===== config.mk =====
export PLATFORM = sky130hd
export DESIGN_NAME = add16_accumulator_flat
export DESIGN_NICKNAME = d
export VERILOG_FILES = /design/src/rtl/add16_accumulator_if.sv /design/src/rtl/add16_accumulator.sv /design/src/flat_wrapper.sv
export SDC_FILE = /design/constraint.sdc
export NUM_CORES = 1
export LEC_CHECK = 0
export ABC_AREA = 1
export CORE_MARGIN = 4
export CORE_UTILIZATION = 37
export DETAILED_ROUTE_END_ITERATION = 8
export SYNTH_ARGS = -nofsm -noshare
export SYNTH_HDL_FRONTEND = slang
export SYNTH_SLANG_ARGS = --single-unit

===== constraint.sdc =====
create_clock -name clk -period 2.8 [get_ports clk]
set_clock_uncertainty 0.1 [all_clocks]
set_input_delay 0.42 -clock clk [delete_from_list [all_inputs] [get_ports clk]]
set_output_delay 0.42 -clock clk [all_outputs]
set_load 0.01 [all_outputs]

===== src/rtl/add16_accumulator_if.sv =====
`default_nettype none
// ============================================================================
// Module   : add16_accumulator_if
// Purpose  : Control, operand and result handshake bundle for add16_accumulator.
// Revision : 1.0 - initial release
// ============================================================================
interface add16_accumulator_if #(
    parameter int WIDTH = 16,
    parameter int CNT_W = 8
);
    logic             clear;
    logic             start;
    logic [CNT_W-1:0] len;
    logic             in_valid;
    logic [WIDTH-1:0] in_data;
    logic             in_ready;
    logic             out_valid;
    logic             out_ready;
    logic [WIDTH-1:0] sum;
    logic             carry;
    logic             overflow;
    logic             zero;
    logic             sign;
    logic             parity;
    logic             busy;

    modport slave (
        input  clear, start, len, in_valid, in_data, out_ready,
        output in_ready, out_valid, sum, carry, overflow, zero, sign, parity, busy
    );

    modport master (
        output clear, start, len, in_valid, in_data, out_ready,
        input  in_ready, out_valid, sum, carry, overflow, zero, sign, parity, busy
    );
endinterface
`default_nettype wire


===== src/rtl/add16_accumulator.sv =====
`default_nettype none
// ============================================================================
// Module   : add16_accumulator
// Purpose  : Sums a run of LEN operands with sticky carry/overflow status and
//            hands the result downstream over valid/ready.
//            Define ADD16_ACC_SATURATE_EN for signed saturating accumulation.
// Revision : 1.0 - initial release
// ============================================================================
module add16_accumulator #(
    parameter int WIDTH = 16,
    parameter int CNT_W = 8
) (
    input  wire logic           clk,
    input  wire logic           rst_n,
    add16_accumulator_if.slave  bus
);

    localparam logic [1:0] c_ST_IDLE  = 2'd0;
    localparam logic [1:0] c_ST_ACCUM = 2'd1;
    localparam logic [1:0] c_ST_DONE  = 2'd2;

    logic [1:0]       r_state;
    logic [1:0]       w_state_nxt;
    logic [WIDTH-1:0] r_acc;
    logic [CNT_W-1:0] r_cnt;
    logic             r_carry;
    logic             r_ovf;

    logic             w_in_ready;
    logic             w_out_valid;
    logic             w_busy;
    logic             w_fire;
    logic             w_run_start;
    logic [WIDTH:0]   w_sum_full;
    logic             w_ovf_add;
    logic [WIDTH-1:0] w_acc_add;

    // ------------------------------------------------------------------
    // Adder datapath
    // ------------------------------------------------------------------
    assign w_sum_full = {1'b0, r_acc} + {1'b0, bus.in_data};
    assign w_ovf_add  = (r_acc[WIDTH-1] == bus.in_data[WIDTH-1]) &&
                        (w_sum_full[WIDTH-1] != r_acc[WIDTH-1]);

`ifdef ADD16_ACC_SATURATE_EN
    // On overflow both addends share a sign, so the accumulator's sign picks the rail
    assign w_acc_add = !w_ovf_add       ? w_sum_full[WIDTH-1:0] :
                       r_acc[WIDTH-1]   ? {1'b1, {(WIDTH-1){1'b0}}} :
                                          {1'b0, {(WIDTH-1){1'b1}}};
`else
    assign w_acc_add = w_sum_full[WIDTH-1:0];
`endif

    assign w_fire      = (r_state == c_ST_ACCUM) && bus.in_valid;
    assign w_run_start = (r_state == c_ST_IDLE) && bus.start;

    // ------------------------------------------------------------------
    // FSM: state register
    // ------------------------------------------------------------------
    always_ff @(posedge clk or negedge rst_n) begin
        if (!rst_n) begin
            r_state <= c_ST_IDLE;
        end else begin
            r_state <= w_state_nxt;
        end
    end

    // ------------------------------------------------------------------
    // FSM: next-state logic
    // ------------------------------------------------------------------
    always_comb begin
        w_state_nxt = r_state;
        if (bus.clear) begin
            w_state_nxt = c_ST_IDLE;
        end else begin
            case (r_state)
                c_ST_IDLE: begin
                    if (bus.start) begin
                        w_state_nxt = (bus.len != '0) ? c_ST_ACCUM : c_ST_DONE;
                    end
                end
                c_ST_ACCUM: begin
                    if (w_fire && (r_cnt == CNT_W'(1))) begin
                        w_state_nxt = c_ST_DONE;
                    end
                end
                c_ST_DONE: begin
                    if (bus.out_ready) begin
                        w_state_nxt = c_ST_IDLE;
                    end
                end
                default: w_state_nxt = c_ST_IDLE;
            endcase
        end
    end

    // ------------------------------------------------------------------
    // FSM: output decode
    // ------------------------------------------------------------------
    always_comb begin
        w_in_ready  = 1'b0;
        w_out_valid = 1'b0;
        w_busy      = 1'b0;
        case (r_state)
            c_ST_ACCUM: begin
                w_in_ready = 1'b1;
                w_busy     = 1'b1;
            end
            c_ST_DONE: begin
                w_out_valid = 1'b1;
                w_busy      = 1'b1;
            end
            default: begin
                w_in_ready  = 1'b0;
                w_out_valid = 1'b0;
                w_busy      = 1'b0;
            end
        endcase
    end

    // ------------------------------------------------------------------
    // Accumulator, operand counter and sticky flags
    // ------------------------------------------------------------------
    always_ff @(posedge clk or negedge rst_n) begin
        if (!rst_n) begin
            r_acc   <= '0;
            r_cnt   <= '0;
            r_carry <= 1'b0;
            r_ovf   <= 1'b0;
        end else if (bus.clear) begin
            r_acc   <= '0;
            r_cnt   <= '0;
            r_carry <= 1'b0;
            r_ovf   <= 1'b0;
        end else if (w_run_start) begin
            r_acc   <= '0;
            r_cnt   <= bus.len;
            r_carry <= 1'b0;
            r_ovf   <= 1'b0;
        end else if (w_fire) begin
            r_acc   <= w_acc_add;
            r_cnt   <= r_cnt - CNT_W'(1);
            r_carry <= r_carry | w_sum_full[WIDTH];
            r_ovf   <= r_ovf | w_ovf_add;
        end
    end

    assign bus.in_ready  = w_in_ready;
    assign bus.out_valid = w_out_valid;
    assign bus.busy      = w_busy;
    assign bus.sum       = r_acc;
    assign bus.sign      = r_acc[WIDTH-1];
    assign bus.zero      = (r_acc == '0);
    assign bus.parity    = ~^r_acc;
    assign bus.carry     = r_carry;
    assign bus.overflow  = r_ovf;

endmodule
`default_nettype wire


===== src/flat_wrapper.sv =====
// flat-port wrapper written by rule: the top's interface ports become plain ports
module add16_accumulator_flat 
#(
    parameter int WIDTH = 16,
    parameter int CNT_W = 8
)
  (clk, rst_n, bus_clear, bus_start, bus_len, bus_in_valid, bus_in_data, bus_out_ready, bus_in_ready, bus_out_valid, bus_sum, bus_carry, bus_overflow, bus_zero, bus_sign, bus_parity, bus_busy);
  add16_accumulator_if #(.WIDTH(WIDTH), .CNT_W(CNT_W)) bus_i ();
  input  wire logic clk;
  input  wire logic rst_n;
  input wire logic [$bits(bus_i.clear)-1:0] bus_clear;
  input wire logic [$bits(bus_i.start)-1:0] bus_start;
  input wire logic [$bits(bus_i.len)-1:0] bus_len;
  input wire logic [$bits(bus_i.in_valid)-1:0] bus_in_valid;
  input wire logic [$bits(bus_i.in_data)-1:0] bus_in_data;
  input wire logic [$bits(bus_i.out_ready)-1:0] bus_out_ready;
  output wire logic [$bits(bus_i.in_ready)-1:0] bus_in_ready;
  output wire logic [$bits(bus_i.out_valid)-1:0] bus_out_valid;
  output wire logic [$bits(bus_i.sum)-1:0] bus_sum;
  output wire logic [$bits(bus_i.carry)-1:0] bus_carry;
  output wire logic [$bits(bus_i.overflow)-1:0] bus_overflow;
  output wire logic [$bits(bus_i.zero)-1:0] bus_zero;
  output wire logic [$bits(bus_i.sign)-1:0] bus_sign;
  output wire logic [$bits(bus_i.parity)-1:0] bus_parity;
  output wire logic [$bits(bus_i.busy)-1:0] bus_busy;
  assign bus_i.clear = bus_clear;
  assign bus_i.start = bus_start;
  assign bus_i.len = bus_len;
  assign bus_i.in_valid = bus_in_valid;
  assign bus_i.in_data = bus_in_data;
  assign bus_i.out_ready = bus_out_ready;
  assign bus_in_ready = bus_i.in_ready;
  assign bus_out_valid = bus_i.out_valid;
  assign bus_sum = bus_i.sum;
  assign bus_carry = bus_i.carry;
  assign bus_overflow = bus_i.overflow;
  assign bus_zero = bus_i.zero;
  assign bus_sign = bus_i.sign;
  assign bus_parity = bus_i.parity;
  assign bus_busy = bus_i.busy;
  add16_accumulator #(.WIDTH(WIDTH), .CNT_W(CNT_W)) u_core (.clk(clk), .rst_n(rst_n), .bus(bus_i));
endmodule

==> summary.txt <==
Global route
  – Total GRT Usage: 0.164
  – Vias in the first global route: 2464
  – Global route total overflow: 0
  – Largest net degree at the start of global routing: 29
  – First-pass GRT wire length: 11100 µm
  – Initial antenna violation count: 0

Floorplanning
  – Initial Util: 0.389
  – Die ar.: 8170 µm²
  – Die H: 90.4 µm
  – Die width: 90.4 µm
  – IO Pins: 54
  – Core box area: 6460 µm²
  – Row count: 29

Route
  – Drt wl/cell: 13.4 µm
  – Antenna-violating nets left: 0
  – DRC Markers: 0
  – Drt initial violations: 99
  – First-pass DRT Iterations: 4
  – WL final: 6560 µm
  – Vias: 2439
  – Via-to-Cell Ratio: 5.00

Critical path
  – Maximum fanout along the worst path: 3
  – Critical-path cell list: inv_1 -> ha_1 -> xor2_1 -> xnor2_1 -> xnor2_1 -> dlymetal6s2s_1
  – Reg2reg path depth: 10
  – CP startpoint kind: flip-flop
  – Crit. End Element: output pin
  – Critical path buffers and inverters: 2
  – RR Startpoint: u_core.bus.sum[0]
  – CP delay by family, top: XOR/XNOR gates
  – Most frequent CP cell: xnor2_1
  – Crit Reg-Reg Endpoint: u_core.bus.carry
  – CP required: 2.28 ns
  – Critical path class: reg -> out
  – CP max stage cell: dfrtp_1
  – R2R Setup Slk: 0.76 ns
  – WP depth: 6
  – Critical path's largest stage delay: 0.39 ns
  – Critical Path AT: 1.85 ns

Clock network
  – CTS sink cnt: 28
  – Root Driver: clkbuf_8
  – TritonCTS Buffers: 3
  – Latest clock arrival within the worst-skew pair: 0.28 ns
  – Depth of the CTS H-tree: 1
  – Clk pin slew, worst setup/hold paths: 0.11 ns
  – CTS tree: built
  – CTS Hold Buffers Added: 0
  – Deepest clock path buffer count: 2

Run status
  – Outcome: finished clean

Layout
  – Fin nets: 473
  – Fillers: 660
  – Commonest non-fill, non-tap cells in the layout: 92 x nand2_1, 54 x inv_1, 52 x clkdlybuf4s50_1
  – Most common cell after layout, fill and taps aside: nand2_1
  – Share of cells above drive strength 1: 0.0414
  – Antenna cell count: 0
  – Final core utilization: 0.490
  – Area grow syn2layout: 26.0%
  – Finished Layout Cells: 488

Placed design
  – Final GP Congestion: 0.854
  – Post-Place Setup Slack: 0.340 ns
  – Placed Cells: 484
  – I/O Buffers: 53
  – Dpl hpwl: 5250 µm

Power
  – Leakage: 1.50 nW
  – Clock share of power: 0.121
  – Comb power frac: 0.599
  – Pint: 1.09 mW
  – VDD IR max: 0.000365 V
  – Seq pwr share: 0.280
  – Switching part of the total: 0.442
  – Pwr Density: 614 nW/µm²
  – NetSw: 0.859 mW

STA
  – RSZ-0062 raised after global routing: false
  – Slew @ Worst Pin: 0.471 ns
  – PnR worst setup slack: 0.430 ns
  – Crit path time final: 2.37 ns
  – Final Hold Fails: 0
  – Max Clk Rate: 422 MHz
  – Setup TNS: 0 ns
  – Slew headroom: 0.685
  – Final setup violation count: 0
  – Slew Viols, Final: 0
  – Final period util: 0.846

Min path
  – Hold Path Class: in -> async

Logic synthesis
  – Yosys warning total: 0
  – Post-synthesis sequential area ratio: 0.279
  – Cell variety after synth: 35
  – Synth Cell Area: 2510 µm²
  – Async SR Flop Fraction: 1.00
  – Avg Cell Area, Syn: 7.02 µm²
  – Synth Flop Type: dfrtp_1
  – Seq cells post-synth: 28
  – Post-synth EDFFs: 0
  – Syn nets: 418
  – Mapped Cells: 358

Job
  – Max-cap violations: 0
-- cells by family (layout without fill, tap and decap cells) --
group / after synthesis / after routing / synth area share
compound gates: 65 / 65 / 0.144
xor+xnor: 10 / 10 / 0.0349
fa+ha+maj: 30 / 30 / 0.152
simple gates: 163 / 163 / 0.288
buf+inv: 62 / 115 / 0.101
flops: 28 / 28 / 0.279
-- worst max-delay path by stage --
| stage | start | to | slack (ns) |
|---|---|---|---|
| 3_3_place_gp | u_core.bus.sum[1] | bus_parity | 0.37 |
| 6_report | u_core.bus.sum[6] | bus_parity | 0.43 |
| 4_1_cts | u_core.bus.sum[1] | bus_parity | 0.02 |
| 3_5_place_dp | bus_in_data[0] | u_core.bus.carry | 0.34 |
| 2_1_floorplan | u_core.bus.sum[0] | u_core.bus.carry | 0.93 |
| 5_1_grt | u_core.bus.sum[6] | bus_parity | 0.30 |
-- power by group through the flow --
| stage | registers [mW] | logic [mW] | clock network [mW] |
|---|---|---|---|
| floorplan | 0.554 | 0.767 | 0 |
| global placement | 0.552 | 1.17 | 0 |
| detailed placement | 0.553 | 1.17 | 0 |
| CTS | 0.547 | 1.18 | 0.246 |
| global route | 0.559 | 1.31 | 0.260 |
| finish | 0.545 | 1.17 | 0.235 |
-- sequential cells by signal (all words and copies together) (netlist names) --
signal,cells
u_core.bus.sum,16
u_core.r_cnt,8
u_core.bus.carry,1
u_core.r_state,2
u_core.bus.overflow,1
-- cells in the mapped netlist, types with 2 or more instances --
cell type	instances	area [µm²]
nand2_1	92	345
inv_1	54	203
nor2_1	35	131
ha_1	29	363
dfrtp_1	28	701
a21oi_1	21	105
nand3_1	21	105
o21ai_0	20	100
o22ai_1	14	87.6
xnor2_1	5	43.8
xor2_1	5	43.8
nand4_1	4	25.0
o211ai_1	3	22.5
o21ai_1	3	15.0
a21oi_2	2	17.5
buf_2	2	10.0
nand3_2	2	20.0
-- stage by stage --
step	cell area, µm²	total power [mW]	hold WS [ns]
6_report	3170	1.95	0.413
5_1_grt	3170	2.13	0.458
4_1_cts	3160	1.97	0.421
3_5_place_dp	3110	1.72	0.391
3_3_place_gp	3110	1.73	0.390
2_1_floorplan	2510	1.32	0.0244
-- routing by layer --
layer | GRT usage | routed length (µm) | share of wire | up-vias
met1 | 0.206 | 3100 | 0.47 | 1112
li1 | - | - | - | 1272
met4 | 0.0408 | 95 | 0.014 | 0
met5 | 0 | 0 | 0 | -
met3 | 0.0217 | 243 | 0.037 | 6
met2 | 0.295 | 3120 | 0.48 | 49
-- layout make-up --
class | instances | area (µm²) | share of cell area
clock buffer | 3 | 41.3 | 0.0130
multi-input combinational | 268 | 1560 | 0.492
tap | 77 | 96.3 | 0.0304
inverter | 57 | 221 | 0.0699
timing repair buffer | 55 | 548 | 0.173
sequential | 28 | 702 | 0.222
-- timing repair --
| action | 4_1_cts | 5_1_grt |
|---|---|---|
| gates resized for setup | 0 | 2 |
| setup buffers | 0 | 1 |
| endpoints found under the setup margin | 0 | 1 |
Note: power is estimated with default switching activity, not from simulation.
